--- src/rtl/lcd_pkg.sv ---
// lcd_pkg: shared states, HD44780 instruction constants and timing helpers
package lcd_pkg;
  typedef enum logic [2:0] {PWRUP, INIT, IDLE, WRITE, WAIT, WRAP} state_t;
  localparam logic [7:0] CLR = 8'h01, HOME = 8'h02, ENTRY = 8'h06, DISP_ON = 8'h0C;
  localparam logic [7:0] FSET8 = 8'h38, FSET4 = 8'h28, DDRAM = 8'h80;
  function automatic logic [6:0] row_base(input logic [1:0] r);
    return r == 2'd0 ? 7'h00 : r == 2'd1 ? 7'h40 : r == 2'd2 ? 7'h14 : 7'h54;
  endfunction
  function automatic int us_to_cyc(input int us, input int clk_hz);
    return (longint'(us) * clk_hz / 1000000 < 1) ? 1 : int'(longint'(us) * clk_hz / 1000000);
  endfunction
endpackage

--- src/rtl/lcd_bus_writer.sv ---
// lcd_bus_writer: one panel write with setup/EN/hold timing, split into nibbles on a 4-bit bus
module lcd_bus_writer
  import lcd_pkg::*;
#(
  parameter int CLK_HZ    = 50_000_000,
  parameter int BUS_WIDTH = 8,
  parameter int EN_US     = 1
) (
  input  logic                 clk,
  input  logic                 rst,
  input  logic                 start,
  input  logic                 single,
  input  logic                 rs,
  input  logic [7:0]           data,
  output logic                 done,
  output logic                 lcd_rs,
  output logic                 lcd_en,
  output logic [BUS_WIDTH-1:0] lcd_data
);
  localparam int EN_CYC = us_to_cyc(EN_US, CLK_HZ);
  localparam int CW = $clog2(EN_CYC + 1);
  logic busy, lo, one, rs_q;
  logic [1:0] ph;
  logic [CW-1:0] cnt;
  logic [7:0] byte_q;
  logic ph_end;
  assign ph_end = cnt == CW'(EN_CYC - 1);
  // phase 0 = setup, 1 = EN high, 2 = hold; a 4-bit byte repeats the phases for the low nibble
  always_ff @(posedge clk) begin
    if (rst) begin
      busy <= 1'b0; lo <= 1'b0; one <= 1'b0; rs_q <= 1'b0; ph <= 2'd0; cnt <= '0; byte_q <= '0; done <= 1'b0;
    end else begin
      done <= 1'b0;
      if (!busy && start) begin
        busy <= 1'b1; ph <= 2'd0; cnt <= '0; lo <= 1'b0; one <= single; rs_q <= rs; byte_q <= data;
      end else if (busy) begin
        cnt <= ph_end ? '0 : cnt + 1'b1;
        if (ph_end && ph != 2'd2) ph <= ph + 2'd1;
        if (ph_end && ph == 2'd2 && BUS_WIDTH == 4 && !lo && !one) begin
          lo <= 1'b1; ph <= 2'd0;
        end else if (ph_end && ph == 2'd2) begin
          busy <= 1'b0; done <= 1'b1;
        end
      end
    end
  end
  assign lcd_rs = rs_q;
  assign lcd_en = busy && ph == 2'd1;
  if (BUS_WIDTH == 4) begin : g_nib
    assign lcd_data = lo ? byte_q[3:0] : byte_q[7:4];
  end else begin : g_byte
    assign lcd_data = byte_q;
  end
endmodule

--- src/rtl/lcd_hd44780_ctrl.sv ---
// lcd_hd44780_ctrl: HD44780 init sequencer, byte handshake and cursor tracking with auto-wrap
module lcd_hd44780_ctrl
  import lcd_pkg::*;
#(
  parameter int CLK_HZ     = 50_000_000,
  parameter int BUS_WIDTH  = 8,
  parameter int ROWS       = 2,
  parameter int COLS       = 16,
  parameter int POWERUP_US = 20000,
  parameter int CMD_US     = 50,
  parameter int CLEAR_US   = 2000,
  parameter int EN_US      = 1,
  parameter int AUTO_WRAP  = 1
) (
  input  logic                 iclk,
  input  logic                 irst,
  input  logic                 i_valid,
  input  logic                 i_rs,
  input  logic [7:0]           i_data,
  output logic                 o_ready,
  output logic                 o_init_done,
  output logic [1:0]           o_row,
  output logic [5:0]           o_col,
  output logic                 LCD_RS,
  output logic                 LCD_RW,
  output logic                 LCD_EN,
  output logic [BUS_WIDTH-1:0] LCD_DATA
);
  localparam int PWR_CYC = us_to_cyc(POWERUP_US, CLK_HZ);
  localparam int C4100 = us_to_cyc(4100, CLK_HZ);
  localparam int C100 = us_to_cyc(100, CLK_HZ);
  localparam int CMD_CYC = us_to_cyc(CMD_US, CLK_HZ);
  localparam int CLR_CYC = us_to_cyc(CLEAR_US, CLK_HZ);
  localparam int WMAX = PWR_CYC > C4100 ? (PWR_CYC > CLR_CYC ? PWR_CYC : CLR_CYC) : (C4100 > CLR_CYC ? C4100 : CLR_CYC);
  localparam int WW = $clog2(WMAX + 1);
  localparam logic [2:0] LAST_IDX = 3'(BUS_WIDTH == 4 ? 7 : 6);
  localparam logic [5:0] COLS6 = 6'(COLS), LAST = 6'(COLS - 1);
  localparam logic [1:0] LROW = 2'(ROWS - 1);
  function automatic logic [7:0] rom_byte(input logic [2:0] i);
    if (BUS_WIDTH == 4)
      return i < 3'd3 ? 8'h30 : i == 3'd3 ? 8'h20 : i == 3'd4 ? (ROWS == 1 ? 8'h20 : FSET4) :
             i == 3'd5 ? DISP_ON : i == 3'd6 ? CLR : ENTRY;
    return i < 3'd3 ? 8'h30 : i == 3'd3 ? (ROWS == 1 ? 8'h30 : FSET8) : i == 3'd4 ? DISP_ON :
           i == 3'd5 ? CLR : ENTRY;
  endfunction
  function automatic int rom_wait(input logic [2:0] i);
    return i == 3'd0 ? C4100 : i == 3'd1 ? C100 : rom_byte(i) == CLR ? CLR_CYC : CMD_CYC;
  endfunction
  state_t state, state_n;
  logic [WW-1:0] wcnt, tgt_m1;
  logic [2:0] idx;
  logic sent, dly, start, done, rs_q, long_w, wrap_q, wait_end, step, accept, long_a, wrap_a;
  logic [7:0] byte_q;
  logic [1:0] row_a;
  logic [5:0] col_a;
  logic [6:0] off;
  assign o_ready = state == IDLE && o_init_done;
  assign accept = o_ready && i_valid;
  assign wait_end = wcnt == tgt_m1;
  assign step = state == INIT && dly && wait_end;
  assign long_a = !i_rs && i_data[7:2] == 6'd0 && i_data[1:0] != 2'd0;
  assign LCD_RW = 1'b0;
  // state register
  always_ff @(posedge iclk) state <= irst ? PWRUP : state_n;
  // next state, writer kick and current wait length
  always_comb begin
    state_n = state;
    start = 1'b0;
    tgt_m1 = state == PWRUP ? WW'(PWR_CYC - 1) : state == INIT ? WW'(rom_wait(idx) - 1) :
             WW'((long_w ? CLR_CYC : CMD_CYC) - 1);
    case (state)
      PWRUP: state_n = wait_end ? INIT : PWRUP;
      INIT: begin
        start = !sent;
        state_n = step && idx == LAST_IDX ? IDLE : INIT;
      end
      IDLE: state_n = accept ? WRITE : IDLE;
      WRITE: begin
        start = !sent;
        state_n = done ? WAIT : WRITE;
      end
      WAIT: state_n = wait_end ? (wrap_q ? WRAP : IDLE) : WAIT;
      WRAP: state_n = WRITE;
      default: state_n = PWRUP;
    endcase
  end
  // cursor position after the byte currently offered on i_data
  always_comb begin
    row_a = o_row;
    col_a = o_col;
    wrap_a = 1'b0;
    off = i_data[6:0];
    if (i_rs) begin
      if (AUTO_WRAP != 0 && o_col == LAST) begin
        col_a = '0;
        row_a = o_row == LROW ? 2'd0 : o_row + 2'd1;
        wrap_a = 1'b1;
      end else if (o_col != COLS6) col_a = o_col + 6'd1;
    end else if (i_data[7]) begin
      row_a = ROWS > 3 && i_data[6:0] >= 7'h54 ? 2'd3 : ROWS > 1 && i_data[6:0] >= 7'h40 ? 2'd1 :
              ROWS > 2 && i_data[6:0] >= 7'h14 ? 2'd2 : 2'd0;
      off = i_data[6:0] - row_base(row_a);
      col_a = off > 7'(COLS - 1) ? LAST : off[5:0];
    end else if (long_a) begin
      row_a = 2'd0;
      col_a = 6'd0;
    end
  end
  // wait counter, init ROM index, captured request and cursor registers
  always_ff @(posedge iclk) begin
    if (irst) begin
      wcnt <= '0; idx <= '0; sent <= 1'b0; dly <= 1'b0; o_init_done <= 1'b0; rs_q <= 1'b0;
      byte_q <= '0; long_w <= 1'b0; wrap_q <= 1'b0; o_row <= '0; o_col <= '0;
    end else begin
      wcnt <= (state != state_n || (state == INIT && (!dly || wait_end))) ? '0 : wcnt + 1'b1;
      sent <= (state != state_n || step) ? 1'b0 : sent | start;
      if (state == INIT && done) dly <= 1'b1;
      if (step) begin
        idx <= idx + 3'd1;
        dly <= 1'b0;
        if (idx == LAST_IDX) o_init_done <= 1'b1;
      end
      if (accept) begin
        rs_q <= i_rs; byte_q <= i_data; long_w <= long_a; wrap_q <= wrap_a; o_row <= row_a; o_col <= col_a;
      end
      if (state == WRAP) begin
        rs_q <= 1'b0; byte_q <= DDRAM | {1'b0, row_base(o_row)}; long_w <= 1'b0; wrap_q <= 1'b0;
      end
    end
  end
  lcd_bus_writer #(.CLK_HZ(CLK_HZ), .BUS_WIDTH(BUS_WIDTH), .EN_US(EN_US)) u_writer (
    .clk(iclk), .rst(irst), .start(start), .single(state == INIT && BUS_WIDTH == 4 && idx < 3'd4),
    .rs(state != INIT && rs_q), .data(state == INIT ? rom_byte(idx) : byte_q),
    .done(done), .lcd_rs(LCD_RS), .lcd_en(LCD_EN), .lcd_data(LCD_DATA)
  );
endmodule

--- config.mk ---
export PLATFORM = sky130hd
export DESIGN_NAME = lcd_hd44780_ctrl
export DESIGN_NICKNAME = d
export VERILOG_FILES = /design/src/rtl/lcd_pkg.sv /design/src/rtl/lcd_bus_writer.sv /design/src/rtl/lcd_hd44780_ctrl.sv
export SDC_FILE = /design/constraint.sdc
export NUM_CORES = 1
export LEC_CHECK = 0
export CAP_MARGIN = 20
export CORE_MARGIN = 2
export CORE_UTILIZATION = 62
export CTS_CLUSTER_DIAMETER = 60
export DETAILED_ROUTE_END_ITERATION = 8
export GPL_ROUTABILITY_DRIVEN = 1
export PLACE_DENSITY = 0.86
export SYNTH_ARGS = -nofsm -noshare
export SYNTH_HDL_FRONTEND = slang
export SYNTH_HIERARCHICAL = 1
export SYNTH_SLANG_ARGS = --single-unit
--- constraint.sdc ---
create_clock -name iclk -period 7.2 [get_ports iclk]
set_input_delay 1.8 -clock iclk [delete_from_list [all_inputs] [get_ports iclk]]
set_output_delay 1.8 -clock iclk [all_outputs]
set_load 0.01 [all_outputs]
==> Word level (Yosys, flattened, before mapping) <==
Index checks and enable logic that the tools add are counted.
{ "classes": {"magnitude_cmp": 3, "bitwise": 2, "add_sub_neg": 9, "n_reduce_logical": 40, "n_eq_ne": 26, "muxes": 46} }
{ "op_table": {"columns": ["op", "n"], "rows": [
  ["two-way mux 6 bit", 9],
  ["two-way mux 17 bit", 3],
  ["two-way mux 7 bit", 6],
  ["two-way mux 20 bit", 2],
  ["two-way mux 8 bit", 3],
  ["adder 20 x 1 -> 20 bit, second input constant", 1],
  ["equality test 20 bit", 1],
  ["subtractor 18 x 1 -> 19 bit, second input constant", 1],
  ["two-way mux 18 bit", 1],
  ["case mux 3 bit (6 select lines)", 1],
  ["subtractor 17 x 1 -> 18 bit, second input constant", 1],
  ["equality test 3 bit, second input constant", 5],
  ["logical AND 1 bit", 14],
  ["adder 6 x 1 -> 6 bit, second input constant", 2],
  ["two-way mux 2 bit", 6],
  ["two-way mux 3 bit", 4],
  ["OR reduction 2 bit", 6],
  ["two-way mux 1 bit", 10],
  ["equality test 3 x 2 -> 1 bit, second input constant", 3],
  ["equality test 8 x 1 -> 1 bit, second input constant", 1],
  [">= comparator 7 bit, second input constant", 1],
  ["> comparator 7 x 4 -> 1 bit, second input constant", 1],
  ["subtractor 7 bit", 1],
  ["equality test 3 x 1 -> 1 bit, second input constant", 2],
  ["27 further kinds", 41]
]} }
{ "totals": {"regBits": 67, "wordCells": 144} }

==> Depth between registers and ports, before layout <==
{ "depth": {"word_depth": 20, "ltp_mapped": 15} }

==> Modules after synthesis <==
The synthesis kept the hierarchy.
{ "modules_own_cells": {"columns": ["module", "n_inst", "cells_per_inst", "seq_area_each_um2", "area_each_um2"], "rows": [
  ["lcd_hd44780_ctrl", 1, 384, 960.9, 2956.6],
  ["lcd_bus_writer", 1, 102, 380.4, 844.6]
]} }

==> Worst setup path after synthesis <==
Ideal clock, no wire load.
{ "synth_timing": {"kind": "input to register", "from": "input i_rs", "to": "register o_col[3]", "n_path_buf": 1, "path_stages": 9, "setup_ps": 132, "arrival_time_ps": 3291, "slack_ps": 3777, "cell_sequence": "clkbuf_1 -> nor2_1 -> o211ai_1 -> or4_1 -> o21ai_0 -> o21ai_0 -> and2_1 -> o21ai_0 -> a21oi_1"} }
{ "synth_via": {"elab_chain_cells": 5, "word_cells_on_any_way": 7, "cone_classes": "eq/ne: 1; mux: 1; reduce/logical: 5"} }
{ "synth_lines": {"columns": ["element", "line", "rtl"], "rows": [
  ["from (decl)", "lcd_hd44780_ctrl.sv:18", "input logic i_rs,"],
  ["logical NOT 1 bit", "lcd_hd44780_ctrl.sv:61", "assign long_a = !i_rs && i_data[7:2] == 6'd0 && i_data[1:0] != 2'd0;"],
  ["logical AND 1 bit (2 in series)", "lcd_hd44780_ctrl.sv:61", null],
  ["nonzero test 3 bit (no line)", null, null],
  ["AND reduction 3 bit (no line)", null, null],
  ["to (signal assigned)", "lcd_hd44780_ctrl.sv:124", "rs_q <= i_rs; byte_q <= i_data; long_w <= long_a; wrap_q <= wrap_a; o_row <= row_a; o_col <= col_a;"],
  ["to (decl)", "lcd_hd44780_ctrl.sv:23", "output logic [5:0] o_col,"]
]} }
Parallel ways exist; a longest one is shown, timed or not.
A chain may end at the register's enable or synchronous reset.

==> Worst setup path after layout <==
{ "layout_timing": {"from": "register state[1]", "to": "output o_ready"} }
{ "layout_via": {"elab_chain_cells": 2} }
{ "layout_lines": {"columns": ["element", "line", "rtl"], "rows": [
  ["from (decl)", "lcd_hd44780_ctrl.sv:49", "state_t state, state_n;"],
  ["from (signal assigned)", "lcd_hd44780_ctrl.sv:64", "always_ff @(posedge iclk) state <= irst ? PWRUP : state_n;"],
  ["equality test 3 x 2 -> 1 bit", "lcd_hd44780_ctrl.sv:57", "assign o_ready = state == IDLE && o_init_done;"],
  ["logical AND 1 bit", "lcd_hd44780_ctrl.sv:57", null],
  ["to (decl)", "lcd_hd44780_ctrl.sv:20", "output logic o_ready,"]
]} }
Every way passes these cells.

==> results.cfg <==
[outcome]
outcome = finished, final reports clean

[global_routing]
globalRouteMet3Util = 0.0761
grt_use_total = 0.280
antenna_found_initial = 0
first_global_vias = 3236
gr-usage-met2 = 0.477
grt_use_met1 = 0.346
busiest_layer = met2
grt_max_degree = 40
overflow = 0
grt_first_pass_wirelength_mm = 14.7

[logic_synthesis]
synthTopCellsByArea = dfxtp_1 (35%), nand2_1 (6.2%), nor2_1 (4.8%)
synthFlopType = dfxtp_1
synth.avg_cell_area_um2 = 7.82
yosys_warnings = 6
synth-edff-count = 0
synthCells = 486
synth_top_area_frac = 0.353
ys_ff_latch = 67
async_flop_share = 0
yosysUniqueCellTypes = 64
syn-cell-area_um2 = 3800
yosys.area.top_type = dfxtp_1
yosysSeqAreaShare = 0.353
syn_nets = 512

[detailed_routing]
ant_nets = 0
num_vias = 3474
drt-pass1-iter-count = 5
drc = 0
vias_per_cell = 6.01
drtIter0Drc = 236
totalWireLength_mm = 8.98
routedWlPerCell_um = 15.5

[floorplan]
placeableCoreArea_um2 = 5920
die_width_um = 82.3
io-pin-count = 33
start_util = 0.642
placementRows = 28
die_y_um = 82.3
dieArea_um2 = 6770

[place]
dp_slack_ps = 3040
gp_congestion = 0.840
io_buffers = 31
place_hpwl_mm = 6.26
post-place-cells = 562

[cts]
clk_latency_ps = 340
ctsHoldBuffers = 0
post-cts-setup-buffers = 0
clock_path_buffers = 2
numCtsBuffers = 9
cts_tree = done
root_buffer = clkbuf_8
post_cts_resized = 0
htree_levels = 3
clkTransAtPathRegs_ps = 70
cts_sinks = 67

[sta]
relSlewSlack = 0.562
min_period_ps = 4170
hold_slack_ps = 458
setup_violations = 0
fin_crit_sh = 0.580
max_freq_mhz = 240
finClkSkew_ps = 3.84
slew_viol_final = 0
hold_viol = 0
setup_tns_ps = 0
rsz0062_at_grt = no
worst_slack_ps = 3030
tightest_slew_ps = 655

[finish]
instances_no_fill = 578
drive_above_1_share = 0.0517
antenna_cells = 0
fin_util = 0.725
syn2layout_area_growth_pct = 12.9
finalNetCount = 524

[setup_path]
reg2reg_depth = 10
end_kind = output port
cp-start-kind = flip-flop
cp.arrival_ps = 2370
required_ps = 5400
crit_type = reg2out
crit_fanout = 19

[min_path]
whs_path_depth = 2
hold_class = reg2reg

[pwr]
p_leak_nw = 1.48
power_density_nw_per_um2 = 180
irDropWorstVdd_mv = 0.201

[flow_run]
maxCapViolations = 0
## layout make-up
cell class              instances  area [um2]
multi-input cells             371        2240
fillers                       475        1630
clock buffers                   9         124
flip-flops and latches         67        1340
inverters                      17        63.8
clock inverters                 7         116
repair buffers                 32         318
well taps                      75        93.8
## placed cells by master, fill, tap and decap left out, drive strengths merged, types with 4 or more instances in the layout
cell and instances:
nand2b 11, o211ai 4, clkbuf 9, or3 7, and2 8, o31ai 6, nand3 17, clkdlybuf4s50 31
nor3 19, xnor2 11, nor2b 10, a211oi 4, inv 17, a21oi 35, dfxtp 67, nand2 63
nand4 11, and3 7, o21ai 23, mux2i 4, xor2 15, nor2 49, ha 14, o22ai 5
## layer usage
metal,wire (um),up-vias
met3,475,9
li1,-,1728
met4,103,0
met1,3910,1633
met5,0,-
met2,4490,104
## per-stage QoR
stage,power (mW),instance area [um2]
finish,0.772,4290
global route,0.797,4290
CTS,0.775,4290
detailed placement,0.406,4050
global placement,0.406,4050
floorplan,0.397,3800
## registers in the layout (all words and copies together) (netlist names), 2 cells and up
register / flops
wcnt: 20
u_writer/cnt: 6
byte_q: 8
o_col: 6
idx: 3
u_writer/lcd_data: 8
o_row: 2
state: 3
u_writer/ph: 2
## Yosys cell counts, drive strengths merged, types with 4 or more instances
cell,count
xor2,15
inv,17
clkbuf,18
nor3,19
dfxtp,67
nand2,63
ha,14
a211oi,4
or3,7
and3,7
and2,8
xnor2,11
nand3,17
mux2i,4
nor2b,10
nand4,11
nand2b,11
nor2,49
a21oi,35
o21ai,23
buf,13
o211ai,4
o22ai,5
o31ai,6
## critical path, cell delays in order (launching register included)
cell             delay (ps)
dfxtp_1                 740
nor4bb_1                630
clkdlybuf4s50_1         660
## cell families (layout without fill, tap and decap cells)
family / Yosys count / count (layout) / synth area share
AND/OR/NAND/NOR: 226 / 226 / 0.306
AO/OA/AOI/OAI: 100 / 100 / 0.165
flip-flops: 67 / 67 / 0.353
buffers and inverters: 48 / 65 / 0.0589
XOR/XNOR: 26 / 26 / 0.0599
adder cells (fa/ha/maj): 14 / 14 / 0.0461
multiplexers: 4 / 4 / 0.0105
other: 1 / 1 / 0.000987
## power by group
part	switching, mW	internal [mW]	leakage, nW
Clock	0.146	0.229	0.119
Sequential	0.00181	0.372	0.540
Combinational	0.0135	0.0103	0.821
## path summary, 6_finish.rpt
path / start / end / slack [ps]
worst min-delay path: u_writer/lcd_data[5] / u_writer/lcd_data[5] / 460
worst max register to register: idx[2] / wcnt[11] / 3360
worst min register to register: u_writer/lcd_data[5] / u_writer/lcd_data[5] / 460
worst max-delay path: state[1] / o_ready / 3030
Note: power is estimated with default switching activity, not from simulation.
